$ cat src/rtl/regfile_ctrl_pkg.sv
// rtl/regfile_ctrl_pkg.sv - opcodes, FSM state encoding and INSTR field positions for regfile_seq_ctrl
package regfile_ctrl_pkg;

  localparam logic [1:0] OP_ADD = 2'b00;
  localparam logic [1:0] OP_SUB = 2'b01;
  localparam logic [1:0] OP_AND = 2'b10;
  localparam logic [1:0] OP_LDI = 2'b11;

  localparam logic [1:0] ST_IDLE  = 2'd0;
  localparam logic [1:0] ST_READ  = 2'd1;
  localparam logic [1:0] ST_EXEC  = 2'd2;
  localparam logic [1:0] ST_WRITE = 2'd3;

  localparam int OP_HI   = 7;
  localparam int OP_LO   = 6;
  localparam int DST_HI  = 5;
  localparam int DST_LO  = 4;
  localparam int SRC1_HI = 3;
  localparam int SRC1_LO = 2;
  localparam int SRC2_HI = 1;
  localparam int SRC2_LO = 0;

endpackage

$ cat src/rtl/regfile_alu.sv
// rtl/regfile_alu.sv - combinational ALU for regfile_seq_ctrl; FLAGS_EN adds carry/borrow output
module regfile_alu
  import regfile_ctrl_pkg::*;
#(
  parameter int DATA_W = 8
) (
  input  logic [1:0]        i_op,
  input  logic [DATA_W-1:0] i_a,
  input  logic [DATA_W-1:0] i_b,
  input  logic [DATA_W-1:0] i_imm,
  output logic [DATA_W-1:0] o_result
`ifdef FLAGS_EN
  ,
  output logic              o_carry
`endif
);

`ifdef FLAGS_EN
  logic [DATA_W:0] w_sum;
  logic [DATA_W:0] w_diff;

  // Extended subtraction: the top bit is the borrow, set exactly when a < b.
  assign w_sum  = {1'b0, i_a} + {1'b0, i_b};
  assign w_diff = {1'b0, i_a} - {1'b0, i_b};

  always_comb begin
    o_result = '0;
    o_carry  = 1'b0;
    case (i_op)
      OP_ADD: begin
        o_result = w_sum[DATA_W-1:0];
        o_carry  = w_sum[DATA_W];
      end
      OP_SUB: begin
        o_result = w_diff[DATA_W-1:0];
        o_carry  = w_diff[DATA_W];
      end
      OP_AND:  o_result = i_a & i_b;
      default: o_result = i_imm;
    endcase
  end
`else
  always_comb begin
    o_result = '0;
    case (i_op)
      OP_ADD:  o_result = i_a + i_b;
      OP_SUB:  o_result = i_a - i_b;
      OP_AND:  o_result = i_a & i_b;
      default: o_result = i_imm;
    endcase
  end
`endif

endmodule

$ cat src/rtl/regfile_seq_ctrl.sv
// rtl/regfile_seq_ctrl.sv - 4-state initiator that reads, computes and writes back one instruction
// to the register file per handshake; FLAGS_EN adds registered ZERO/CARRY outputs.
module regfile_seq_ctrl
  import regfile_ctrl_pkg::*;
#(
  parameter int DATA_W = 8,
  parameter int ADDR_W = 2
) (
  input  logic              CLK,
  input  logic              RESET,
  input  logic              IN_VALID,
  output logic              IN_READY,
  input  logic [7:0]        INSTR,
  input  logic [DATA_W-1:0] IMM,
  output logic [ADDR_W-1:0] R1,
  output logic [ADDR_W-1:0] R2,
  input  logic [DATA_W-1:0] RD1,
  input  logic [DATA_W-1:0] RD2,
  output logic [ADDR_W-1:0] W,
  output logic [DATA_W-1:0] WD,
  output logic              RW,
  output logic              DONE
`ifdef FLAGS_EN
  ,
  output logic              ZERO,
  output logic              CARRY
`endif
);

  logic [1:0]        r_state;
  logic [1:0]        r_op;
  logic [ADDR_W-1:0] r_dst;
  logic [ADDR_W-1:0] r_r1;
  logic [ADDR_W-1:0] r_r2;
  logic [DATA_W-1:0] r_imm;
  logic [DATA_W-1:0] r_op_a;
  logic [DATA_W-1:0] r_op_b;
  logic [DATA_W-1:0] r_result;
  logic [ADDR_W-1:0] r_w;
  logic [DATA_W-1:0] w_alu_result;

`ifdef FLAGS_EN
  logic w_alu_carry;
  logic r_carry;
  logic r_zero_flag;
  logic r_carry_flag;
`endif

  regfile_alu #(
    .DATA_W(DATA_W)
  ) u_alu (
    .i_op    (r_op),
    .i_a     (r_op_a),
    .i_b     (r_op_b),
    .i_imm   (r_imm),
    .o_result(w_alu_result)
`ifdef FLAGS_EN
    ,
    .o_carry (w_alu_carry)
`endif
  );

  // Strobes decode straight from state so the async reset drops RW immediately.
  assign IN_READY = (r_state == ST_IDLE);
  assign RW       = (r_state == ST_WRITE);
  assign DONE     = (r_state == ST_WRITE);
  assign R1       = r_r1;
  assign R2       = r_r2;
  assign W        = r_w;
  assign WD       = r_result;

  always_ff @(posedge CLK or posedge RESET) begin
    if (RESET) begin
      r_state  <= ST_IDLE;
      r_op     <= '0;
      r_dst    <= '0;
      r_r1     <= '0;
      r_r2     <= '0;
      r_imm    <= '0;
      r_op_a   <= '0;
      r_op_b   <= '0;
      r_result <= '0;
      r_w      <= '0;
    end else begin
      case (r_state)
        ST_IDLE: begin
          if (IN_VALID) begin
            r_op    <= INSTR[OP_HI:OP_LO];
            r_dst   <= ADDR_W'(INSTR[DST_HI:DST_LO]);
            r_r1    <= ADDR_W'(INSTR[SRC1_HI:SRC1_LO]);
            r_r2    <= ADDR_W'(INSTR[SRC2_HI:SRC2_LO]);
            r_imm   <= IMM;
            r_state <= ST_READ;
          end
        end
        ST_READ: begin
          r_op_a  <= RD1;
          r_op_b  <= RD2;
          r_state <= ST_EXEC;
        end
        ST_EXEC: begin
          r_result <= w_alu_result;
          r_w      <= r_dst;
          r_state  <= ST_WRITE;
        end
        default: r_state <= ST_IDLE;
      endcase
    end
  end

`ifdef FLAGS_EN
  assign ZERO  = r_zero_flag;
  assign CARRY = r_carry_flag;

  always_ff @(posedge CLK or posedge RESET) begin
    if (RESET) begin
      r_carry      <= 1'b0;
      r_zero_flag  <= 1'b0;
      r_carry_flag <= 1'b0;
    end else begin
      if (r_state == ST_EXEC) begin
        r_carry <= w_alu_carry;
      end
      if (r_state == ST_WRITE) begin
        r_zero_flag  <= (r_result == '0);
        r_carry_flag <= r_carry;
      end
    end
  end
`endif

endmodule

$ cat config.mk
export PLATFORM = sky130hd
export DESIGN_NAME = regfile_seq_ctrl
export DESIGN_NICKNAME = d
export VERILOG_FILES = /design/src/rtl/regfile_ctrl_pkg.sv /design/src/rtl/regfile_alu.sv /design/src/rtl/regfile_seq_ctrl.sv
export SDC_FILE = /design/constraint.sdc
export NUM_CORES = 1
export LEC_CHECK = 0
export ABC_AREA = 1
export CORE_MARGIN = 2
export CORE_UTILIZATION = 46
export CTS_CLUSTER_SIZE = 40
export DETAILED_ROUTE_END_ITERATION = 6
export PLACE_DENSITY = 0.78
export SLEW_MARGIN = 15
export SYNTH_ARGS = -nofsm -noshare
export SYNTH_HDL_FRONTEND = slang
export SYNTH_SLANG_ARGS = --single-unit
$ cat constraint.sdc
create_clock -name CLK -period 2.12 [get_ports CLK]
set_input_delay 0.636 -clock CLK [delete_from_list [all_inputs] [get_ports CLK]]
set_output_delay 0.636 -clock CLK [all_outputs]
set_load 0.1 [all_outputs]
==> results of run 1 <==
==> registers in the layout (all words and copies together) (netlist names) <==
register,count
r_imm,8
r_dst,2
r_op_a,8
r_state,2
WD,8
R2,2
r_op,2
r_op_b,8
R1,2
W,2
==> cells by family (layout without fill, tap and decap cells) <==
logic type / after synthesis / after routing
flops: 44 / 44
mux: 8 / 8
xor+xnor: 7 / 7
simple gates: 105 / 105
buf+inv: 52 / 116
compound gates: 51 / 51
fa+ha+maj: 14 / 14
==> synth_stat cells <==
cell type	count	share of area
xor2_1	6	0.022
nand2_8	1	0.0082
nor3_1	9	0.018
o22ai_1	1	0.0026
a311oi_1	1	0.0036
nand2_1	45	0.069
a21oi_1	16	0.033
nor3_2	2	0.0082
inv_8	1	0.0046
nand3_2	3	0.012
a31oi_1	5	0.013
nor2_1	26	0.040
xnor2_1	1	0.0036
a21oi_2	2	0.0072
fa_1	1	0.0082
ha_1	13	0.067
a22oi_1	1	0.0031
nand3_1	9	0.018
nand3b_1	2	0.0062
or2_2	1	0.0026
buf_4	1	0.0031
o31ai_2	1	0.0051
o21ai_0	22	0.045
inv_1	42	0.065
dfrtp_1	44	0.45
nand2_2	4	0.010
nand4_1	3	0.0077
mux2_2	8	0.037
clkbuf_1	4	0.0062
buf_2	2	0.0041
a21o_1	1	0.0031
buf_6	2	0.0092
a211oi_1	1	0.0031
==> tightest hold or removal path: cells and delay by family (launching register included) <==
kind | cells | cell delay (ns)
and+or+nand+nor | 2 | 0.10
DFF | 1 | 0.35
==> layout make-up <==
class | instances | area, sq um
inverter | 43 | 169
multi-input combinational | 185 | 1170
sequential | 44 | 1100
tap | 70 | 87.6
fill | 417 | 1650
clock inverter | 3 | 42.5
timing repair buffer | 65 | 811
clock buffer | 5 | 68.8
==> cell usage in the layout (no fill, tap or decap), types with 4 or more instances in the layout <==
master and instances:
xor2_1 5, a21oi_1 14, nor2_1 26, buf_4 12, nand3_2 5, nand3_1 7
nand2_2 5, inv_1 39, a31oi_1 5, nand2_1 44, o21ai_0 21, mux2_2 8
nor3_1 9, ha_1 8, dfrtp_1 44, buf_12 19, clkbuf_8 5, clkdlybuf4s50_1 34
a21oi_2 4
==> layer usage <==
metal | part of all wire | vias up | global-route usage
met5 | 0 | - | 0
met4 | 0.027 | 0 | 0.0855
met3 | 0.051 | 12 | 0.0612
met2 | 0.51 | 42 | 0.335
met1 | 0.41 | 999 | 0.240
li1 | - | 1043 | -
==> worst max-delay path by stage <==
stage,depth (start not counted),to,from,slack (ns)
finish,18,WD[7]$_DFFE_PP0P_,r_op_b[0]$_DFFE_PP0P_,-0.16
global route,18,WD[7]$_DFFE_PP0P_,r_op_b[0]$_DFFE_PP0P_,-0.34
CTS,16,WD[7]$_DFFE_PP0P_,r_op_b[1]$_DFFE_PP0P_,-0.07
detailed placement,18,WD[7]$_DFFE_PP0P_,r_op_b[1]$_DFFE_PP0P_,-0.06
global placement,18,WD[7]$_DFFE_PP0P_,r_op_b[0]$_DFFE_PP0P_,0.01
floorplan,18,WD[7]$_DFFE_PP0P_,r_op_b[0]$_DFFE_PP0P_,0.03
==> per-stage QoR <==
step           hold WS, ns   util  setup TNS, ns  area (sq um)
2_1_floorplan        0.440      -              0          2460
3_3_place_gp         0.452  0.645              0          3290
3_5_place_dp         0.477  0.645        -0.0649          3290
4_1_cts              0.492  0.669        -0.0674          3420
5_1_grt              0.521  0.676         -0.537          3450
6_report             0.485  0.676         -0.156          3450
==> what timing repair did <==
| action | CTS | global route |
|---|---|---|
| gates resized for setup | 1 | 9 |
| pin swaps | 0 | 5 |
| buffers inserted | 0 | 1 |
| endpoints found under the setup margin | 2 | 6 |
==> summary.md, run 1 <==
| Metric | Value |
|---|---|
| Die area | `5900 sq um` |
| R2r setup slk | `-0.16 ns` |
| Number of synthesized register bits | `44` |
| FP Rows | `26` |
| DR pass1 iterations | `4` |
| Register area share after synthesis | `0.451` |
| Mapped cell area | `2440 sq um` |
| R2r startpoint | `r_op_b[0]$_DFFE_PP0P_` |
| CTS tree | `built` |
| Delay-heaviest family, CP | `compound AO/OA/AOI/OAI gates` |
| Hold depth | `2` |
| Clock sink count | `44` |
| Worst-skew pair later-pin latency | `0.30 ns` |
| CP peak stage delay | `0.39 ns` |
| Hold_buf cts | `0` |
| Max H-tree Level | `2` |
| Most used cell, CP | `inv_1` |
| Clock-pin slew on the worst setup and hold paths | `0.08 ns` |
| Post-synthesis mux area share | `0.0369` |
| PortBufs | `51` |
| Starting Density | `0.478` |
| Synth cell types | `33` |
| Period utilization | `1.07` |
| DP Worst Slack | `-0.0649 ns` |
| Status | `finished with violations` |
| Gpl congestion | `0.823` |
| Root buf cell | `clkbuf_8` |
| Failing checks | `setup timing` |
| Grt ovf | `0` |
| 1st-iter DRT viols | `122` |
| Synth Area in Adders | `0.0749` |
| Fin nets | `393` |
| Antenna violations before repair | `0` |
| CP Cell Sequence | `inv_2 > ha_1 > inv_1 > nor3_2 > inv_1 > o31ai_2 > xor2_1 > inv_1 > ha_4 > nand2_2 > inv_1 > nand2_1 > nand2_1 > a21oi_2 > inv_1 > nand2_1 > nand3_2 > a21oi_2` |
| Total Routing Usage GR | `0.201` |
| Crit end category | `flop` |
| Proportion of layout cells with a drive suffix above 1 | `0.217` |
| Setup Skew | `0.00310 ns` |
| Worst reg2reg endpoint | `WD[7]$_DFFE_PP0P_` |
| Fin. Hold Viols | `0` |
| Width of the die | `76.8 microns` |
| Largest family of logic cells by synthesized area | `simple AND/OR/NAND/NOR gates` |
| Worst setup SP type | `flop` |
| DRT Wirelength | `5490 microns` |
| Mapped Cells | `281` |
| Crit path buf inv count | `6` |
| Hold EP | `W[0]$_DFFE_PP0P_` |
| Non-Filler Instances | `415` |
| Slowest cell on crit path | `dfrtp_1` |
| Average wire per standard cell | `13.2 microns` |
| RSZ-0062 raised after global routing | `true` |
| IO Pins | `52` |
| Crit Path Max Fanout | `3` |
| Worst Setup Path Type | `flop to flop` |
| Area Overhead vs Synth | `41.6%` |
| XOR/XNOR Fraction of Synth Area | `0.0251` |
| ANT nets after route | `0` |
| Worst Path Required | `2.35 ns` |
| Relative slew slack | `0.769` |
| Yosys warning count | `0` |
| Mean post-synth cell area | `8.68 sq um` |
| Inst Count DP | `406` |
| Min Tclk post-route | `2.28 ns` |
| Max Root-Sink Buffers | `2` |
| Worst hold start | `r_dst[0]$_DFFE_PP0P_` |
| Slew @ Worst Pin | `0.344 ns` |
| DR vias | `2096` |
| Wire length of the first global-routing pass | `9530 microns` |
| Dpl hpwl | `4090 microns` |
| Fmax | `439 MHz` |
| Core box area | `5110 sq um` |
| Vias per cell | `5.05` |
| Vias in the first global route | `2164` |
| DR DRC count | `0` |
| Arr. time, crit path | `2.51 ns` |
| ANT cells | `0` |
| Final Max Slew Viols | `0` |
| Simple-Gate Fraction of Synth Area | `0.202` |
| CTS buffer count | `5` |
| Pin count of the biggest net entering global routing | `45` |
| Synth Net Count | `330` |
| Max-cap violation count | `0` |
| # setup viols final | `1` |
| Final setup margin | `-0.156 ns` |
| Hold crit path type | `flop to flop` |
| Reg2Reg Depth | `18` |
| Synth Area in Compound Gates | `0.118` |
| Die Span Y | `76.8 microns` |
Power of run 1 is left out: the tool's default activity adds up to more than one toggle a clock period on the data nets, which glitch-free logic cannot reach.
==> run 2, diff against run 1 <==
--- a/config.mk
+++ b/config.mk
@@ -6,7 +6,6 @@
 export NUM_CORES = 1
 export LEC_CHECK = 0
 export ABC_AREA = 1
-export CORE_MARGIN = 2
 export CORE_UTILIZATION = 46
 export CTS_CLUSTER_SIZE = 40
 export DETAILED_ROUTE_END_ITERATION = 6
==> run 2 against run 1 <==
  * The run still ends with setup timing left
  * Fmax grew 6.0%
  * Highest routed layer unchanged
  * Flip-flop and latch count is the same
  * Global-route usage grew 0.90 points
  * Clock skew grew 0.0044 ns
  * Routed wire length shrank 3.4%
==> summary.md, run 2 (synthesis results as in run 1) <==
| Metric | Value |
|---|---|
| Status | `finished with violations` |
| Failing checks | `setup timing` |
| Most used cell, CP | `inv_1` |
| Fin. Hold Viols | `0` |
| Average wire per standard cell | `12.7 microns` |
| DR vias | `2068` |
| Width of the die | `74.8 microns` |
| R2r setup slk | `-0.03 ns` |
| Final Max Slew Viols | `0` |
| Slowest cell on crit path | `dfrtp_1` |
| Fin area | `3510 sq um` |
| R2r startpoint | `r_op_b[0]$_DFFE_PP0P_` |
| ANT nets after route | `0` |
| Dpl hpwl | `4080 microns` |
| Worst-skew pair later-pin latency | `0.30 ns` |
| Proportion of layout cells with a drive suffix above 1 | `0.233` |
| IO Pins | `52` |
| Antenna violations before repair | `0` |
| Worst reg2reg endpoint | `WD[7]$_DFFE_PP0P_` |
| RSZ-0062 raised after global routing | `true` |
| Root buf cell | `clkbuf_8` |
| CP peak stage delay | `0.39 ns` |
| # setup viols final | `1` |
| Most common cell after layout, fill and taps aside | `dfrtp_1` |
| Area Overhead vs Synth | `43.8%` |
| Max-cap violation count | `0` |
| Clock-pin slew on the worst setup and hold paths | `0.08 ns` |
| Core box area | `5110 sq um` |
| Final core utilization | `0.687` |
| Grt ovf | `0` |
| Reg2Reg Depth | `18` |
| Min Tclk post-route | `2.15 ns` |
| 1st-iter DRT viols | `82` |
| Crit Path Max Fanout | `3` |
| Fmax | `466 MHz` |
| PortBufs | `51` |
| Arr. time, crit path | `2.38 ns` |
| Post-DP Area | `3280 sq um` |
| Max H-tree Level | `2` |
| CTS tree | `built` |
| Die Span Y | `74.8 microns` |
| DR DRC count | `0` |
| Relative slew slack | `0.751` |
| Max Root-Sink Buffers | `2` |
| Worst setup endpoint | `WD[7]$_DFFE_PP0P_` |
| Worst setup SP type | `flop` |
| FP Rows | `26` |
| CTS buffer count | `5` |
| Critical path origin | `r_op_b[0]$_DFFE_PP0P_` |
| Most frequent cells in the layout | `44 x dfrtp_1, 43 x nand2_1, 38 x inv_1` |
| DRT Wirelength | `5310 microns` |
| ANT cells | `0` |
| Worst Setup Path Type | `flop to flop` |
| Period utilization | `1.01` |
| Hold crit path type | `flop to flop` |
| Clock sink count | `44` |
| Hold_buf cts | `0` |
| Slew @ Worst Pin | `0.373 ns` |
| Die area | `5600 sq um` |
| Gpl congestion | `0.848` |
| Minimum hold slack | `0.485 ns` |
| Pin count of the biggest net entering global routing | `45` |
| Fin nets | `396` |
| Total Routing Usage GR | `0.210` |
| Crit end category | `flop` |
| Starting Density | `0.478` |
| Worst Path Required | `2.35 ns` |
| Vias per cell | `4.95` |
| Final setup margin | `-0.0266 ns` |
| Setup Skew | `0.00753 ns` |
| CP Cell Sequence | `inv_2 > ha_4 > inv_2 > nor3_2 > inv_1 > o31ai_2 > xor2_1 > inv_1 > ha_4 > nand2_2 > inv_1 > nand2_1 > nand2_1 > a21oi_2 > inv_1 > nand2_1 > nand3_1 > a21oi_1` |
| DR pass1 iterations | `4` |
| Vias in the first global route | `2030` |
| Wire length of the first global-routing pass | `8780 microns` |
run 2: cell count changes in the layout (fill, tap and decap cells not counted), moves of 2 or more:
| cell | before | now |
|---|---|---|
| buf_4 | 12 | 15 |
| a21oi_1 | 14 | 16 |
| ha_4 | 2 | 5 |
| inv_2 | 2 | 4 |
| a21oi_2 | 4 | 2 |
| ha_1 | 8 | 5 |
run 2: routing by layer:
metal	up-vias	share of wire	wire (microns)	track usage
li1	1036	-	-	-
met1	973	0.41	2190	0.249
met2	48	0.52	2760	0.369
met3	11	0.046	242	0.0442
met4	0	0.022	119	0.0881
met5	-	0	0	0
run 2: cell type report:
| type | instances | area [sq um] |
|---|---|---|
| Sequential cell | 44 | 1100 |
| Clock buffer | 6 | 82.6 |
| Timing Repair Buffer | 68 | 825 |
| Multi-Input combinational cell | 185 | 1200 |
| Inverter | 43 | 169 |
| Clock inverter | 2 | 38.8 |
| Tap cell | 70 | 87.6 |
| Fill cell | 396 | 1600 |
run 2: timing repair:
item / in CTS / in global routing
setup buffers: 0 / 4
resized for setup: 2 / 17
pin swaps: 0 / 9
endpoints found under the setup margin: 1 / 5
run 2: worst max-delay path: cells and delay by family, from the launching register on:
kind | cells | cell delay (ns)
simple gates | 6 | 0.38
fa+ha+maj | 2 | 0.36
flops | 1 | 0.39
compound gates | 3 | 0.44
buf+inv | 6 | 0.35
xor+xnor | 1 | 0.17
run 2: worst min-delay path by stage:
stage                    startpoint                to  slack, ns  depth (start not counted)
2_1_floorplan  r_dst[0]$_DFFE_PP0P_  W[0]$_DFFE_PP0P_       0.44                          2
3_3_place_gp   r_dst[0]$_DFFE_PP0P_  W[0]$_DFFE_PP0P_       0.45                          2
3_5_place_dp   r_dst[1]$_DFFE_PP0P_  W[1]$_DFFE_PP0P_       0.48                          2
4_1_cts        r_dst[1]$_DFFE_PP0P_  W[1]$_DFFE_PP0P_       0.49                          2
5_1_grt        r_dst[1]$_DFFE_PP0P_  W[1]$_DFFE_PP0P_       0.50                          2
6_report       r_dst[1]$_DFFE_PP0P_  W[1]$_DFFE_PP0P_       0.48                          2
run 2: per-stage QoR:
| stage | setup slack, ns | TNS, ns | instances |
|---|---|---|---|
| finish | -0.0266 | -0.0266 | 418 |
| global route | -0.242 | -0.423 | 418 |
| CTS | -0.0556 | -0.0556 | 414 |
| floorplan | 0.0304 | 0 | 281 |
| detailed placement | -0.0678 | -0.0678 | 406 |
| global placement | 0.0244 | 0 | 406 |
Power of run 2 is left out for the same reason.
==> run 3, diff against run 2 <==
--- a/config.mk
+++ b/config.mk
@@ -6,7 +6,9 @@
 export NUM_CORES = 1
 export LEC_CHECK = 0
 export ABC_AREA = 1
-export CORE_UTILIZATION = 46
+export CELL_PAD_IN_SITES_DETAIL_PLACEMENT = 0
+export CELL_PAD_IN_SITES_GLOBAL_PLACEMENT = 1
+export CORE_UTILIZATION = 34
 export CTS_CLUSTER_SIZE = 40
 export DETAILED_ROUTE_END_ITERATION = 6
 export PLACE_DENSITY = 0.78
==> run 3 against run 2 <==
  * The run still ends with setup timing left
  * Fmax decreased by 6.2%
  * Die area grew 34%
  * Flip-flop and latch count stayed put
  * Sequential share of layout area down 0.32 points
  * Routed wire length increased by 2.2%
  * Clock-buffer cell count decreased by 1
  * Via count down 2.7%
  * Final area up 1.0%
  * Final cell count rose by 6.5%
  * Core utilization decreased by 17 points
  * Largest cell class unchanged
==> summary.md, run 3 (synthesis results as in run 1) <==
| Metric | Value |
|---|---|
| Critical path origin | `r_op_b[1]$_DFFE_PP0P_` |
| DP Worst Slack | `-0.0926 ns` |
| Hold_buf cts | `0` |
| Pin count of the biggest net entering global routing | `45` |
| Gpl congestion | `0.850` |
| IO Pins | `52` |
| Most frequent cells in the layout | `44 x dfrtp_1, 42 x nand2_1, 35 x inv_1` |
| Worst Setup Path Type | `flop to flop` |
| DRT Wirelength | `5420 microns` |
| 1st-iter DRT viols | `56` |
| Max H-tree Level | `2` |
| Fin nets | `397` |
| Grt ovf | `0` |
| Area Overhead vs Synth | `45.3%` |
| Delay-heaviest family, CP | `compound AO/OA/AOI/OAI gates` |
| ANT cells | `0` |
| CP peak stage delay | `0.39 ns` |
| DR DRC count | `0` |
| Worst hold start | `r_dst[1]$_DFFE_PP0P_` |
| Root buf cell | `clkbuf_8` |
| Hold crit path type | `flop to flop` |
| Average wire per standard cell | `12.2 microns` |
| Antenna violations before repair | `0` |
| FP Rows | `30` |
| Vias per cell | `4.52` |
| RSZ-0062 raised after global routing | `true` |
| Clock sink count | `44` |
| Core box area | `6870 sq um` |
| Dpl hpwl | `4060 microns` |
| PortBufs | `51` |
| Worst-skew pair later-pin latency | `0.29 ns` |
| Critical path depth | `18` |
| Most common cell after layout, fill and taps aside | `dfrtp_1` |
| Fin. Hold Viols | `0` |
| Slowest cell on crit path | `dfrtp_1` |
| Total Routing Usage GR | `0.159` |
| Fmax | `437 MHz` |
| FILL cells | `659` |
| Global route hottest layer | `met2` |
| Arr. time, crit path | `2.52 ns` |
| Starting Density | `0.355` |
| Crit Path Max Fanout | `3` |
| Proportion of layout cells with a drive suffix above 1 | `0.244` |
| Final setup margin | `-0.168 ns` |
| Crit path buf inv count | `6` |
| ANT nets after route | `0` |
| Setup Skew | `0.00557 ns` |
| Hold EP | `W[1]$_DFFE_PP0P_` |
| Wire length of the first global-routing pass | `9270 microns` |
| Inst Count DP | `433` |
| Min Tclk post-route | `2.29 ns` |
| Die Span Y | `86.7 microns` |
| Reg2Reg Depth | `18` |
| Period utilization | `1.08` |
| Relative slew slack | `0.765` |
| # setup viols final | `2` |
| Worst Path Required | `2.35 ns` |
| Die area | `7520 sq um` |
| Failing checks | `setup timing` |
| CTS buffer count | `5` |
| Slew @ Worst Pin | `0.351 ns` |
| Max Root-Sink Buffers | `2` |
| R2r startpoint | `r_op_b[1]$_DFFE_PP0P_` |
| DR pass1 iterations | `4` |
| Width of the die | `86.7 microns` |
| Met3 Usage GRT | `0.0381` |
| Hold depth | `2` |
| Final Max Slew Viols | `0` |
| Worst reg2reg endpoint | `WD[7]$_DFFE_PP0P_` |
| Status | `finished with violations` |
| Met2 GRT Util | `0.270` |
| Worst setup SP type | `flop` |
| Vias in the first global route | `2074` |
| Non-Filler Instances | `445` |
| CP Cell Sequence | `inv_2 > ha_4 > inv_4 > nor3_4 > inv_2 > o31ai_4 > xor2_1 > inv_1 > ha_4 > nand2_2 > inv_2 > nand2_2 > nand2_2 > a21oi_2 > inv_1 > nand2_1 > nand3_2 > a21oi_2` |
| R2r setup slk | `-0.17 ns` |
| Met1 usage | `0.204` |
| Clock-pin slew on the worst setup and hold paths | `0.09 ns` |
| Max-cap violation count | `0` |
| DR vias | `2013` |
| CTS tree | `built` |
| Crit end category | `flop` |
[run 3: per-layer routing]
layer | part of all wire | vias to the layer above
met1 | 0.46 | 933
met3 | 0.041 | 2
met2 | 0.50 | 38
li1 | - | 1040
met4 | 0.0041 | 0
met5 | 0 | -
[run 3: through the flow]
stage / hold slack [ns] / area [sq um] / TNS, ns / util
after floorplan: 0.440 / 2460 / 0 / -
after global placement: 0.451 / 3330 / 0 / 0.485
after detailed placement: 0.468 / 3330 / -0.0926 / 0.485
after CTS: 0.485 / 3450 / -0.0771 / 0.502
after global routing: 0.523 / 3540 / -0.993 / 0.516
final: 0.479 / 3540 / -0.188 / 0.516
[run 3: layout make-up]
| class | count | area, sq um | share of cell area |
|---|---|---|---|
| clock inverter | 3 | 42.5 | 0.0120 |
| inverter | 43 | 171 | 0.0484 |
| sequential | 44 | 1100 | 0.311 |
| tap | 96 | 120 | 0.0339 |
| clock buffer | 5 | 68.8 | 0.0194 |
| multi-input combinational | 185 | 1200 | 0.339 |
| timing repair buffer | 69 | 841 | 0.237 |
[run 3: worst register-to-register path, cell delays in order (launching register included)]
cell,delay [ns]
dfrtp_1,0.39
inv_2,0.08
ha_4,0.14
inv_4,0.04
nor3_4,0.16
inv_2,0.07
o31ai_4,0.23
xor2_1,0.15
inv_1,0.08
ha_4,0.25
nand2_2,0.08
inv_2,0.04
nand2_2,0.06
nand2_2,0.05
a21oi_2,0.11
inv_1,0.05
nand2_1,0.06
nand3_2,0.06
a21oi_2,0.13
[run 3: worst max-delay path by stage]
stage / to / slack (ns)
after global routing: WD[7]$_DFFE_PP0P_ / -0.39
after floorplan: WD[7]$_DFFE_PP0P_ / 0.03
final: WD[7]$_DFFE_PP0P_ / -0.17
after detailed placement: WD[7]$_DFFE_PP0P_ / -0.09
after CTS: WD[7]$_DFFE_PP0P_ / -0.08
after global placement: WD[7]$_DFFE_PP0P_ / 0.01
[run 3: what timing repair did]
action	4_1_cts	5_1_grt
setup buffers	0	4
setup endpoints to repair	1	6
resized for setup	2	17
pin swaps	0	11
hold endpoints to repair	0	0
Power of run 3 is left out for the same reason.
